===== config.mk =====
export PLATFORM = sky130hd
export DESIGN_NAME = vram_port_arbiter
export DESIGN_NICKNAME = d
export VERILOG_FILES = /design/src/rtl/vram_port_arbiter.sv
export SDC_FILE = /design/constraint.sdc
export NUM_CORES = 1
export LEC_CHECK = 0
export ABC_AREA = 1
export BUFFER_PORTS_ARGS = -buffer_cell sky130_fd_sc_hd__buf_2
export CORE_MARGIN = 2
export CORE_UTILIZATION = 60
export CTS_CLUSTER_DIAMETER = 60
export DETAILED_ROUTE_END_ITERATION = 8
export PLACE_DENSITY = 0.81
export SYNTH_ARGS = -nofsm -noshare
export SYNTH_HDL_FRONTEND = slang
export SYNTH_SLANG_ARGS = --single-unit

===== constraint.sdc =====
create_clock -name PIX_CLK -period 4.48 [get_ports PIX_CLK]
set_clock_uncertainty 0.2 [all_clocks]
set_input_delay 0.896 -clock PIX_CLK [delete_from_list [all_inputs] [get_ports PIX_CLK]]
set_output_delay 0.896 -clock PIX_CLK [all_outputs]
set_load 0.01 [all_outputs]

===== src/rtl/vram_port_arbiter.sv =====
// Single-port VRAM responder: display reads own every slot they ask for,
// posted CPU writes and a single outstanding CPU read fill the idle slots.
module vram_port_arbiter #(
  parameter int ADDR_W      = 14,
  parameter int DATA_W      = 8,
  parameter int WFIFO_DEPTH = 4
) (
  input  logic                           PIX_CLK,
  input  logic                           RESET_N,
  input  logic                           VID_RD,
  input  logic [ADDR_W-1:0]              VID_ADDR,
  output logic [DATA_W-1:0]              VID_DATA,
  output logic                           VID_VALID,
  input  logic                           CPU_REQ,
  input  logic                           CPU_WE,
  input  logic [ADDR_W-1:0]              CPU_ADDR,
  input  logic [DATA_W-1:0]              CPU_WDATA,
  output logic [DATA_W-1:0]              CPU_RDATA,
  output logic                           CPU_ACK,
  output logic [$clog2(WFIFO_DEPTH):0]   WFIFO_LVL,
  output logic                           RAM_CE,
  output logic                           RAM_WE,
  output logic [ADDR_W-1:0]              RAM_ADDR,
  output logic [DATA_W-1:0]              RAM_WDATA,
  input  logic [DATA_W-1:0]              RAM_RDATA
);

  localparam int PTR_W = $clog2(WFIFO_DEPTH);
  localparam int LVL_W = PTR_W + 1;
  localparam logic [LVL_W-1:0] LVL_FULL = LVL_W'(WFIFO_DEPTH);

  typedef enum logic [1:0] {
    C_IDLE     = 2'd0,
    C_RDPEND   = 2'd1,
    C_RDFLIGHT = 2'd2
  } cpu_state_t;

  cpu_state_t state, state_nxt;

  logic [ADDR_W-1:0] fifo_addr [WFIFO_DEPTH];
  logic [DATA_W-1:0] fifo_data [WFIFO_DEPTH];
  logic [PTR_W-1:0]  wptr, rptr;
  logic [ADDR_W-1:0] rd_addr;

  // Slot-ownership tags: tag0 = RAM cycle now being presented, tag1 = its data now on RAM_RDATA
  logic vid_tag0, vid_tag1;
  logic cpu_tag0, cpu_tag1;

  logic fifo_empty, fifo_full;
  logic wr_accept, rd_accept;
  logic grant_vid, grant_wr, grant_rd;
  logic rd_done;

  // Acceptance, slot arbitration and CPU read FSM next-state
  always_comb begin
    fifo_empty = (WFIFO_LVL == '0);
    fifo_full  = (WFIFO_LVL == LVL_FULL);
    // Full is judged on the pre-edge level, so a same-edge pop does not make room
    wr_accept  = CPU_REQ && CPU_WE && !CPU_ACK && (state == C_IDLE) && !fifo_full;
    rd_accept  = CPU_REQ && !CPU_WE && !CPU_ACK && (state == C_IDLE);
    grant_vid  = VID_RD;
    grant_wr   = !VID_RD && !fifo_empty;
    // Reads wait for the FIFO to drain so read-after-write sees the new data
    grant_rd   = !VID_RD && fifo_empty && (state == C_RDPEND);
    rd_done    = cpu_tag1;
    state_nxt  = state;
    case (state)
      C_IDLE:     if (rd_accept) state_nxt = C_RDPEND;
      C_RDPEND:   if (grant_rd)  state_nxt = C_RDFLIGHT;
      C_RDFLIGHT: if (rd_done)   state_nxt = C_IDLE;
      default:    state_nxt = C_IDLE;
    endcase
  end

  // CPU read FSM state register
  always_ff @(posedge PIX_CLK or negedge RESET_N) begin
    if (!RESET_N) state <= C_IDLE;
    else          state <= state_nxt;
  end

  // Registered RAM port; address/data hold when no slot is granted
  always_ff @(posedge PIX_CLK or negedge RESET_N) begin
    if (!RESET_N) begin
      RAM_CE    <= 1'b0;
      RAM_WE    <= 1'b0;
      RAM_ADDR  <= '0;
      RAM_WDATA <= '0;
    end else begin
      RAM_CE <= grant_vid | grant_wr | grant_rd;
      RAM_WE <= grant_wr;
      if (grant_vid) begin
        RAM_ADDR <= VID_ADDR;
      end else if (grant_wr) begin
        RAM_ADDR  <= fifo_addr[rptr];
        RAM_WDATA <= fifo_data[rptr];
      end else if (grant_rd) begin
        RAM_ADDR <= rd_addr;
      end
    end
  end

  // Posted-write FIFO storage (contents are don't-care once pointers reset)
  always_ff @(posedge PIX_CLK) begin
    if (wr_accept) begin
      fifo_addr[wptr] <= CPU_ADDR;
      fifo_data[wptr] <= CPU_WDATA;
    end
  end

  // Posted-write FIFO pointers and occupancy
  always_ff @(posedge PIX_CLK or negedge RESET_N) begin
    if (!RESET_N) begin
      wptr      <= '0;
      rptr      <= '0;
      WFIFO_LVL <= '0;
    end else begin
      if (wr_accept) wptr <= wptr + PTR_W'(1);
      if (grant_wr)  rptr <= rptr + PTR_W'(1);
      case ({wr_accept, grant_wr})
        2'b10:   WFIFO_LVL <= WFIFO_LVL + LVL_W'(1);
        2'b01:   WFIFO_LVL <= WFIFO_LVL - LVL_W'(1);
        default: WFIFO_LVL <= WFIFO_LVL;
      endcase
    end
  end

  // Tag pipelines tracking which requester owns the data returning from RAM
  always_ff @(posedge PIX_CLK or negedge RESET_N) begin
    if (!RESET_N) begin
      vid_tag0 <= 1'b0;
      vid_tag1 <= 1'b0;
      cpu_tag0 <= 1'b0;
      cpu_tag1 <= 1'b0;
    end else begin
      vid_tag0 <= grant_vid;
      vid_tag1 <= vid_tag0;
      cpu_tag0 <= grant_rd;
      cpu_tag1 <= cpu_tag0;
    end
  end

  // Display read return: fixed two edges after the request is sampled
  always_ff @(posedge PIX_CLK or negedge RESET_N) begin
    if (!RESET_N) begin
      VID_VALID <= 1'b0;
      VID_DATA  <= '0;
    end else begin
      VID_VALID <= vid_tag1;
      if (vid_tag1) VID_DATA <= RAM_RDATA;
    end
  end

  // CPU handshake: write acceptance or read completion, plus read address latch
  always_ff @(posedge PIX_CLK or negedge RESET_N) begin
    if (!RESET_N) begin
      CPU_ACK   <= 1'b0;
      CPU_RDATA <= '0;
      rd_addr   <= '0;
    end else begin
      CPU_ACK <= wr_accept | rd_done;
      if (rd_accept) rd_addr   <= CPU_ADDR;
      if (rd_done)   CPU_RDATA <= RAM_RDATA;
    end
  end

endmodule


==> summary by stage, run 1 <==
Floorplanning
The die is 108 microns wide. The number of I/O pins is 94. The floorplan has 38 rows. The floorplan die area is 11700 sq um. The die span in y is 108 microns. The region available for standard cell placement spans 10700 sq um. Once the floorplan was initialized, standard cells occupied around three fifths of the core.

Synth
During synthesis, Yosys emitted a total of 0 warnings. In this run, synthesis produced a sequential element count of 157. The mean area per synthesized cell is approximately 11 sq um. In the synthesized netlist the dominant register cell turns out to be sky130_fd_sc_hd__edfxtp_1.

The post-synthesis cell type count is 35. Summing every instance area after synthesis gives 6530 sq um. Counting flops with a built-in enable in the synthesized netlist gives about 90.

The total nets after synthesis is 652. In the synthesized netlist the async set-or-reset flop fraction comes to 43.9%. Synthesis produced 597 cells. The portion of the post-synthesis area used by sequential elements is 66.9%.

Worst setup path
The worst reg2reg path startpoint is WFIFO_LVL[0]. The worst register-to-register path has a depth of 9. The critical path in this run is classified as in2reg.

The startpoint kind of the worst setup timing path is a primary input. The worst flop-to-flop path endpoint is WFIFO_LVL[2]. The highest fanout seen on the critical path is 26. The data arrival time of the worst path is around 2.8 ns. The worst setup path is captured at a register. Together, buffers and inverters on the worst path number 4.

The register-to-register path setup slack is 1.99 ns. The largest individual stage delay along the critical path comes from the cell sky130_fd_sc_hd__fa_1. The cell family with the largest share of critical-path delay is buffers and inverters. STA puts the critical path data required time at 4.69 ns.

The critical path goes through buf_2 > inv_2 > nand2_8 > inv_6 > ha_1 > inv_1 > fa_1 > a21oi_1 > o21ai_0 > xor2_1. On the worst path, the slowest cell contributes a delay of roughly 0.38 ns. In this run the number of cells on the critical path is 10.

Run
Max-cap violations in this run came to 0.

Detailed routing
The highest layer touched by signal routing is met4. After the first detailed-routing iteration, the DRC count stood at 381. The first detailed-routing pass took 5 iterations.

The total length of routed wires is 14.0 mm. The average wire per standard cell is 16.6 microns. The detailed route wirelength on metal3 is 1.11 mm. Across all layers, the routed design uses 4507 vias.

In the final routing, the length of wire on met1 measures 5.82 mm. In this run the remaining antenna-violating nets after routing total 0. Detailed routing placed a total of 6.80 mm of wire on met2. The number of vias per cell after detailed routing is 5.35. After detailed routing, the number of remaining DRC violations is 0.

Place
Detailed placement finished with a half-perimeter wire length of 8.36 mm. At the end of routability-driven placement, the weighted congestion stood at ~0.76. Port buffering added 93 buffers.

Clocking
The H-tree generated during clock tree synthesis spans 4 levels. For the worst-skew pair, the clock arrives at the later sink with an insertion delay of 0.53 ns. Hold repair after CTS inserted 0 buffers. The tree is rooted in a sky130_fd_sc_hd__clkbuf_8. The maximum buffer depth of the clock tree is 2.

The number of gates resized after CTS was 0. TritonCTS built the clock tree. The tree built by TritonCTS fans out to 157 sinks.

Clock-pin slew was measured on the worst setup and hold paths at roughly 0.060 ns. The number of buffers inserted during clock tree synthesis is 17. Once the clock tree was built, the setup fixing pass inserted 0 buffers.

Global routing
The number of antenna violations at the first check in global routing is 0. The maximum number of pins on one net before global-route repair is 47. The first global-routing pass estimated 22.1 mm of wire.

For this run, the total global-route usage over all layers was measured as 25.6%. The total overflow left after global routing is 0. The via count of the first global-routing pass was 4386.

Timing
The share of the clock period used by the worst path after layout is 57.5%. The pin slew with the least headroom to its limit is approximately 1.3 ns. The worst hold slack is 0.152 ns.

Setup violations remaining at the end of the flow were counted as 0. The number of max-slew violations in the final report is 0. Setup repair after global routing left no endpoint under its margin.

The shortest clock period the worst path allows after layout is 2.58 ns. The final setup TNS is 0 ns. The number of hold violations in the final report is 0.

Headroom to the max-slew limit came out at 11.1%. The fmax is 388 MHz.

Min path
The tightest min-delay check is of the reg2reg type. The worst-case hold path end point is vid_tag1. The hold-critical path depth is 0. In this run the most critical hold path is launched from vid_tag0.

Power
In this run the static leakage power is 3.51 nW. The total power per unit cell area is 663 nW/um^2. Across the VDD grid, the largest voltage drop is around 0.38 mV.

Outcome
The run finished with clean final reports.

Layout
The area growth from synthesis to layout is 18.7%. Cells with a size suffix above 1 make up 22.6% of the layout. The number of nets in the final layout is 744. The count of antenna diodes in the layout is 0.
-- layout by cell type, fill, tap and decap left out --
master / count
sky130_fd_sc_hd__o21ai_2: 5
sky130_fd_sc_hd__a21oi_1: 13
sky130_fd_sc_hd__nand2_4: 2
sky130_fd_sc_hd__nand2_8: 1
sky130_fd_sc_hd__nor2_4: 1
sky130_fd_sc_hd__buf_4: 6
sky130_fd_sc_hd__dfrtp_1: 69
sky130_fd_sc_hd__bufinv_16: 7
sky130_fd_sc_hd__nor3_2: 1
sky130_fd_sc_hd__clkbuf_16: 16
sky130_fd_sc_hd__or2_1: 1
sky130_fd_sc_hd__nand3_4: 1
sky130_fd_sc_hd__inv_2: 3
sky130_fd_sc_hd__o21a_1: 5
sky130_fd_sc_hd__nand4_1: 9
sky130_fd_sc_hd__mux2_2: 8
sky130_fd_sc_hd__nor2_2: 4
sky130_fd_sc_hd__buf_2: 93
sky130_fd_sc_hd__o21ai_1: 6
sky130_fd_sc_hd__nand3_1: 40
sky130_fd_sc_hd__nor2_1: 75
sky130_fd_sc_hd__nand4_4: 2
sky130_fd_sc_hd__inv_6: 2
sky130_fd_sc_hd__xor2_1: 3
sky130_fd_sc_hd__o21ai_0: 23
sky130_fd_sc_hd__xnor2_1: 1
sky130_fd_sc_hd__a31oi_1: 8
sky130_fd_sc_hd__nand3b_1: 1
sky130_fd_sc_hd__clkinv_4: 3
sky130_fd_sc_hd__clkbuf_8: 2
sky130_fd_sc_hd__edfxtp_1: 88
sky130_fd_sc_hd__fa_1: 1
sky130_fd_sc_hd__clkinvlp_4: 2
sky130_fd_sc_hd__inv_1: 66
sky130_fd_sc_hd__clkinv_1: 1
sky130_fd_sc_hd__nand2_1: 126
sky130_fd_sc_hd__clkbuf_1: 1
sky130_fd_sc_hd__ha_1: 5
sky130_fd_sc_hd__nor3_1: 1
-- layer usage --
layer | vias up | track usage [%]
met5 | - | 0
met4 | 0 | 11.1
met3 | 31 | 6.51
met2 | 211 | 41.1
met1 | 2123 | 33.3
li1 | 2142 | -
-- area by class of cell --
class | count | area [sq um]
Clock buffer | 19 | 432
Clock inverter | 13 | 260
Fill cell | 731 | 3000
Inverter | 71 | 272
Multi-Input combinational cell | 343 | 1730
Sequential cell | 157 | 4370
Tap cell | 140 | 175
Timing Repair Buffer | 99 | 510
-- synth_stat cells, types with 2 or more instances --
cell | instances | area [sq um]
sky130_fd_sc_hd__buf_2 | 11 | 55.1
sky130_fd_sc_hd__clkbuf_1 | 7 | 26.3
sky130_fd_sc_hd__ha_1 | 5 | 62.6
sky130_fd_sc_hd__nor2_1 | 79 | 297
sky130_fd_sc_hd__buf_4 | 2 | 15.0
sky130_fd_sc_hd__dfrtp_1 | 69 | 1730
sky130_fd_sc_hd__nand2_4 | 2 | 22.5
sky130_fd_sc_hd__nand3_1 | 40 | 200
sky130_fd_sc_hd__inv_2 | 3 | 11.3
sky130_fd_sc_hd__o21ai_2 | 5 | 43.8
sky130_fd_sc_hd__inv_1 | 66 | 248
sky130_fd_sc_hd__edfxtp_1 | 88 | 2640
sky130_fd_sc_hd__mux2_2 | 8 | 90.1
sky130_fd_sc_hd__nand2_1 | 126 | 473
sky130_fd_sc_hd__nand4_1 | 9 | 56.3
sky130_fd_sc_hd__a21oi_1 | 13 | 65.1
sky130_fd_sc_hd__xor2_1 | 3 | 26.3
sky130_fd_sc_hd__a31oi_1 | 8 | 50.1
sky130_fd_sc_hd__o21ai_0 | 23 | 115
sky130_fd_sc_hd__nand4_4 | 2 | 42.5
sky130_fd_sc_hd__o21a_1 | 5 | 37.5
sky130_fd_sc_hd__buf_6 | 5 | 56.3
sky130_fd_sc_hd__o21ai_1 | 6 | 30.0
-- logic make-up after synthesis --
logic type               share of synthesized area, %
AO/OA/AOI/OAI                                    5.23
AND/OR/NAND/NOR                                  17.9
adder cells (fa/ha/maj)                          1.27
flip-flops                                       66.9
XOR/XNOR                                        0.537
buffers and inverters                            6.73
multiplexers                                     1.38
-- how the worst max path moves through the flow --
stage               startpoint              end  slack (ns)
floorplan              CPU_REQ  fifo_addr[0][0]        1.86
global placement        VID_RD     WFIFO_LVL[2]        1.43
detailed placement      VID_RD     WFIFO_LVL[2]        1.39
CTS                     VID_RD     WFIFO_LVL[2]        1.92
global route            VID_RD     WFIFO_LVL[2]        1.79
finish                  VID_RD     WFIFO_LVL[2]        1.90
-- sequential cells by signal, indices dropped and copies added, names as in the netlist, 3 cells and up --
name	cells
fifo_data	32
CPU_RDATA	8
fifo_addr	56
VID_DATA	8
RAM_ADDR	14
RAM_WDATA	8
rd_addr	14
WFIFO_LVL	3
-- metrics by stage --
step	cell area, sq um	std cells	worst slack (ns)	utilization (%)	total power, mW
final	7750	842	1.90	72.1	5.14
after detailed placement	7050	810	1.39	65.6	3.46
after CTS	7750	842	1.92	72.1	5.14
after global placement	7050	810	1.43	65.6	3.39
after floorplan	6530	597	1.86	-	3.01
after global routing	7750	842	1.79	72.1	5.40
-- power by group --
part / total, mW / internal [mW] / switching [mW]
sequential: 2.03 / 1.85 / 0.181
combinational: 1.44 / 0.481 / 0.960
clock: 1.67 / 1.09 / 0.576
total: 5.14 / 3.42 / 1.72
(Power assumes the default switching activity.)
==> run 2, diff against run 1 <==
CORE_UTILIZATION = 57   (was 60)
PLACE_DENSITY = 0.78   (was 0.81)
clock period = 2.7 ns   (was 4.48 ns; I/O delays follow)
==> summary by stage, run 2 (same netlist as run 1, synthesis figures left out) <==
Timing
The final setup TNS is 0 ns. The pin slew with the least headroom to its limit is approximately 0.62 ns. The number of hold violations in the final report is 0. Counting I/O delays and the setup requirement, the final critical path takes approximately 2.3 ns.

The total setup violations reported at the end of the flow is 0. The relative max-transition margin is 58.5%. Setup repair after global routing left no endpoint under its margin.

The number of max-slew violations in the final report came to 0. The worst path uses 85.9% of the clock period. The fmax is 431 MHz.

Global routing
Global routing finished with a remaining overflow of 0. The via count of the first global-routing pass is 4440. The wire length of the first global-routing pass is 21.9 mm.

The number of antenna violations at the first check in global routing is 0. The total track usage is 23.7%. The maximum number of pins on one net before global-route repair is 46.

Clocking
After clock tree synthesis, the repair step resized 0 gates. In this run the post-CTS setup repair buffer count came out at 0. The maximum buffer depth of the clock tree is 2.

The root cell of the clock tree is sky130_fd_sc_hd__clkbuf_16. For this design, the sink count on the clock tree is 157. TritonCTS created 17 clock buffers. The H-tree depth reported by CTS is 4.

TritonCTS built the clock tree. The clock-pin slew of the registers on the worst-case setup and hold paths is 0.06 ns. The clock insertion delay at the later pin of the skew report is 0.43 ns.

Floorplanning
The area of the core is 11300 sq um. The number of I/O pins is 94. From left edge to right edge, the die measures ~110 microns. The floorplan die area is 12300 sq um.

The die is 111 microns tall. Row generation in the floorplan step produced 39 rows. Once the floorplan was initialized, standard cells occupied 57.9% of the core.

Worst setup path
The critical-path cell with the highest stage delay is sky130_fd_sc_hd__dfrtp_1. The signal on the critical path passes through nor2_4 > buf_4 > nand2_4 > nand2_8 > inv_6 > ha_1 > inv_1 > fa_1 > a21oi_1 > o21ai_0 > xor2_1. The critical path is of the reg2reg type. The highest fanout seen on the critical path is 12. The peak per-stage delay on the critical path is 0.45 ns. The endpoint kind of the worst setup timing path is a register. The data arrival time of the worst path is ~2.4 ns.

The required time of the critical path is roughly 2.8 ns. The number of cells on the worst reg-to-reg path is 11. The worst setup path is launched from a register.

Min path
The class of the tightest hold or removal check is in2reg. The hold-critical path depth is 1.

Detailed routing
The first detailed-routing pass took 5 iterations. The average wire per standard cell is 16.2 microns. The total length of routed wires is approximately 14 mm.

The number of vias per cell after detailed routing is around 5.2. After detailed routing, the number of remaining DRC violations is 0. The number of antenna-violating nets in the routed design is 0.

After the first detailed-routing iteration, the DRC count stood at 335. The total via count in the routed design is 4469.

Place
Input and output buffers added on the ports amount to 93. Routability-driven placement finished with a final weighted congestion of 0.802. Counting tap cells, the placed design contains a total of 822 instances.

The wire-length estimate of the detail-placed layout is 8.65 mm.

Power
In this run the static leakage power is roughly 3.5 nW. The peak supply drop is 0.536 mV. For this design the ratio of total power to cell area is around 1000 nW/um^2.

Layout
The library cells used most frequently in the layout, excluding fill and tap cells, are sky130_fd_sc_hd__nand2_1 (126), sky130_fd_sc_hd__buf_2 (93), sky130_fd_sc_hd__edfxtp_1 (88), sky130_fd_sc_hd__nor2_1 (75), sky130_fd_sc_hd__dfrtp_1 (69). Cells with a size suffix above 1 make up 23.2% of the layout. The largest registers in the layout are fifo_addr: 56 flops, fifo_data: 32 flops. The area growth from synthesis to layout is 18.3%. The flip-flop count of the largest register after layout is 56.

The count of antenna diodes in the layout is 0. The number of nets in the final layout is around 750. For this run, the number of standard cells in the final layout without fillers is 855. The register name with the most flops is fifo_addr. The most common cell after layout, fill and taps aside is sky130_fd_sc_hd__nand2_1.

Run
The number of max-cap violations is 0.

Outcome
The run finished with clean final reports.
-- run 2: changes by cell type in the layout (fill, tap and decap cells not counted), sizes merged --
cell,before,now
buf,99,108
bufinv,7,2
clkbuf,19,21
clkinvlp,2,3
clkinv,4,7
dlygate4sd3,0,1
inv,71,70
-- run 2: final timing paths --
kind                              start               to  slack [ns]
setup / recovery           WFIFO_LVL[0]     WFIFO_LVL[2]        0.38
hold / removal             CPU_WDATA[0]  fifo_data[1][0]        0.12
setup reg to reg           WFIFO_LVL[0]     WFIFO_LVL[2]        0.38
hold reg to reg                cpu_tag0         cpu_tag1        0.15
max in group asynchronous       RESET_N       rd_addr[5]        1.19
min in group asynchronous       RESET_N         state[1]        0.48
-- run 2: routing by layer --
metal  vias up  GRT usage (%)  wire length, microns
met3        19           6.34                  1040
met5         -              0                     0
met4         0           12.2                   258
met2       162           38.4                  6820
met1      2132           29.5                  5770
li1       2156              -                     -
-- run 2: cell type report --
class | count | area, sq um
flip-flops and latches | 157 | 4370
fillers | 814 | 3550
multi-input cells | 343 | 1730
repair buffers | 109 | 601
clock buffers | 21 | 450
inverters | 71 | 272
well taps | 143 | 179
clock inverters | 11 | 119
-- run 2: per-stage QoR --
step / total power, mW / setup WS, ns / util [%] / hold WS [ns] / cell area (sq um)
3_3_place_gp: 5.67 / 0.517 / 63.3 / 0.135 / 7140
5_1_grt: 8.48 / 0.273 / 68.5 / 0.115 / 7720
2_1_floorplan: 4.99 / 0.194 / - / 0.0444 / 6530
4_1_cts: 8.10 / 0.387 / 68.5 / 0.111 / 7720
6_report: 8.05 / 0.379 / 68.5 / 0.120 / 7720
3_5_place_dp: 5.79 / 0.415 / 63.3 / 0.136 / 7140
-- run 2: critical path, delay by kind of cell (launching register included) --
kind                     cells  cell delay, ns
AO/OA/AOI/OAI                2            0.29
XOR/XNOR                     1            0.16
adder cells (fa/ha/maj)      2            0.51
buffers and inverters        3            0.32
flip-flops                   1            0.45
AND/OR/NAND/NOR              3            0.25
-- run 2: timing repair --
action | 4_1_cts | 5_1_grt
hold buffers | 1 | 0
endpoints found under the hold margin | 23 | 0
endpoints found under the setup margin | 0 | 0
-- run 2: where the power goes --
part           internal (mW)  leakage [nW]  switching [mW]  total [mW]
Clock                   1.38         0.270           0.922        2.30
Combinational          0.839          1.61            1.56        2.40
Sequential              3.06          1.62           0.297        3.36
Total                   5.28          3.50            2.78        8.05
==> run 3, diff against run 2 <==
CORE_ASPECT_RATIO = 1.1   (was not set)
==> summary by stage, run 3 (same netlist as run 1, synthesis figures left out) <==
Power
Per report_power, the clock group accounts for 28.4% of the total. Internal power comes to 5.29 mW. The total power per unit cell area is 1040 nW/um^2. For this design the total switching power over the nets is 2.74 mW. The peak supply drop is between 0.5 and 0.6 mV. Combinational logic burns 29.9% of the power. Of the total power, registers draw 41.7%. Of the total power, the share spent switching nets is between 30% and 40%. Summed over all cells, the static leakage comes to around 3.5 nW.

Layout
The largest registers in the layout are fifo_addr: 56 flops, fifo_data: 32 flops. In the layout the commonest cells are sky130_fd_sc_hd__nand2_1 (126), sky130_fd_sc_hd__buf_2 (93), sky130_fd_sc_hd__edfxtp_1 (88), sky130_fd_sc_hd__nor2_1 (75), sky130_fd_sc_hd__dfrtp_1 (69). The flip-flop count of the largest register after layout is 56.

After filler insertion, the fill cell instance count of the layout stands at 804. The number of antenna diodes in the final layout is 0. Cells with a size suffix above 1 make up 22.5% of the layout.

Counting flops per register, the top entry is fifo_addr. In the final design database the tool counted 752 nets. Leaving out fill and tap cells, the most frequent cell in the layout is sky130_fd_sc_hd__nand2_1. The area growth from synthesis to layout is 18.2%.

Timing
The relative max-transition margin is roughly half. Setup repair after global routing left no endpoint under its margin. The number of hold violations in the final report came to 0. Across all hold checks on the routed design, the worst slack comes to roughly 0.13 ns. The final setup TNS is 0 ns. The number of max-slew violations in the final report is 0.

Based on the critical path, the design can be clocked at up to 440 MHz. The total setup violations reported at the end of the flow is 0. The pin slew with the least headroom to its limit is 0.749 ns.

The share of the clock period used by the worst path after layout is 84.3%. The routed design could run at a clock period as short as 2.27 ns.

Global routing
The total track usage is 24.1%. The global routing stage identified its most utilized layer as met2. In the global route stage, met1 resource usage came out at between 20% and 30%. The via count of the first global-routing pass is 4560. The sum of overflow across all layers after global routing is 0. In the global route stage, met3 resource usage came out at 4.85%. In the global route stage, met2 resource usage came out at around 42%. The number of antenna violations at the first check in global routing is 0. The wire length of the first global-routing pass is 22.4 mm. Entering global routing, the biggest net connects between 40 and 50 pins.

Floorplanning
The overall die width is ~110 microns. The initial utilization of the core area, before any placement, comes to between 50% and 60%. The floorplan step set the die height to 116 microns. The total area inside the core boundary comes to 11100 sq um. In this run the core area contains 40 standard-cell rows. During I/O placement, the number of pins put on the boundary was 94.

The floorplan die area is between 10000 and 15000 sq um.

Clocking
The longest clock path from root to sink contains 2 buffers. The TritonCTS clock tree is built. The clock sink count is 157. The H-tree was split into 4 levels. The number of clock buffers added by TritonCTS is 17. The tree is rooted in a sky130_fd_sc_hd__clkbuf_16. The clock-pin slew of the registers on the worst-case setup and hold paths is approximately 0.060 ns. The clock insertion delay at the later pin of the skew report is 0.42 ns.

Worst setup path
Among all stages on the critical path, the largest delay is contributed by sky130_fd_sc_hd__dfrtp_1. The worst setup path is of the reg2reg kind. The startpoint of the worst setup timing path is WFIFO_LVL[0]. The setup check on the worst reg-to-reg path leaves a slack of 0.43 ns.

The highest fanout seen on the critical path is 12. The worst setup path is captured at a register. The worst setup path is launched from a register. STA puts the critical path data required time at 2.79 ns. The signal on the critical path passes through nor2_4 > buf_4 > nand2_4 > nand2_8 > inv_6 > ha_1 > inv_1 > fa_1 > a21oi_1 > o21ai_0 > xor2_1.

The number of cells on the worst reg-to-reg path is 11. In this run the critical register-to-register path is launched from WFIFO_LVL[0]. The worst setup path endpoint is WFIFO_LVL[2].

The peak per-stage delay on the critical path is 0.45 ns. The worst flop-to-flop path endpoint is WFIFO_LVL[2]. The data arrival time of the worst path is 2.37 ns.

Detailed routing
The number of antenna-violating nets in the routed design is 0. The first-pass detailed-route iteration total is 4. Wires add up to 13.8 mm.

For this run, design rule violations remaining after detail routing come to 0. The DRC violation total after the first TritonRoute iteration is 294. The average wire per standard cell is about 16 microns.

Summing over every cut layer, the via total after detailed routing is approximately 4.5k. The number of vias per cell after detailed routing is 5.26.

Place
The number of port buffers is 93. The total half-perimeter wirelength after legalization and detailed placement is 8.48 mm. The final weighted congestion in routability-driven placement is 0.800.

Min path
The min-delay analysis places its worst path in the category in2reg.

Run
The number of max-cap violations is 0.

Outcome
The flow ran to the end, and the final reports show no timing, DRC or antenna violations.
==> run 3: per-stage QoR <==
| stage | instance area, sq um | util (%) | worst slack [ns] | cells | total power [mW] |
|---|---|---|---|---|---|
| detailed placement | 7130 | 64.4 | 0.450 | 824 | 5.77 |
| global route | 7710 | 69.8 | 0.305 | 857 | 8.50 |
| CTS | 7710 | 69.8 | 0.441 | 857 | 8.08 |
| finish | 7710 | 69.8 | 0.425 | 857 | 8.03 |
| global placement | 7130 | 64.4 | 0.514 | 824 | 5.66 |
| floorplan | 6530 | - | 0.194 | 597 | 4.99 |
==> run 3: how the worst min path moves through the flow <==
stage,cells after the start,slack [ns],to,startpoint
after floorplan,0,0.04,CPU_ACK,RESET_N
after global placement,0,0.13,vid_tag1,vid_tag0
after detailed placement,0,0.14,vid_tag1,vid_tag0
after CTS,1,0.12,fifo_data[2][5],CPU_WDATA[5]
after global routing,1,0.12,fifo_data[1][5],CPU_WDATA[5]
final,1,0.13,fifo_data[1][5],CPU_WDATA[5]
==> run 3: final cells by class <==
type | instances | area, sq um | share of cell area, %
Clock buffer | 29 | 554 | 7.18
Clock inverter | 3 | 22.5 | 0.292
Inverter | 71 | 272 | 3.52
Multi-Input combinational cell | 343 | 1730 | 22.4
Sequential cell | 157 | 4370 | 56.6
Tap cell | 147 | 184 | 2.38
Timing Repair Buffer | 107 | 586 | 7.59
==> run 3: timing repair <==
item / in CTS / in global routing
endpoints found under the hold margin: 23 / 0
hold buffers: 1 / 0
buffers inserted: 0 / 0
resized for setup: 0 / 0
==> run 3: routing by layer <==
metal	part of all wire, %	up-vias
met1	43	2153
met3	5.8	23
met4	2.0	0
met2	49	172
met5	0	-
li1	-	2159
==> run 3: power by group through the flow <==
stage	combinational, mW	clock [mW]	sequential [mW]
final	2.40	2.28	3.35
after global routing	2.69	2.41	3.41
after CTS	2.42	2.31	3.35
after detailed placement	2.38	0	3.39
after global placement	2.30	0	3.36
after floorplan	1.51	0	3.48
==> run 3: critical path, delay by kind of cell, from the launching register on <==
| kind | cells | cell delay (ns) |
|---|---|---|
| adder cells (fa/ha/maj) | 2 | 0.51 |
| buffers and inverters | 3 | 0.33 |
| AO/OA/AOI/OAI | 2 | 0.25 |
| AND/OR/NAND/NOR | 3 | 0.25 |
| flip-flops | 1 | 0.45 |
| XOR/XNOR | 1 | 0.15 |
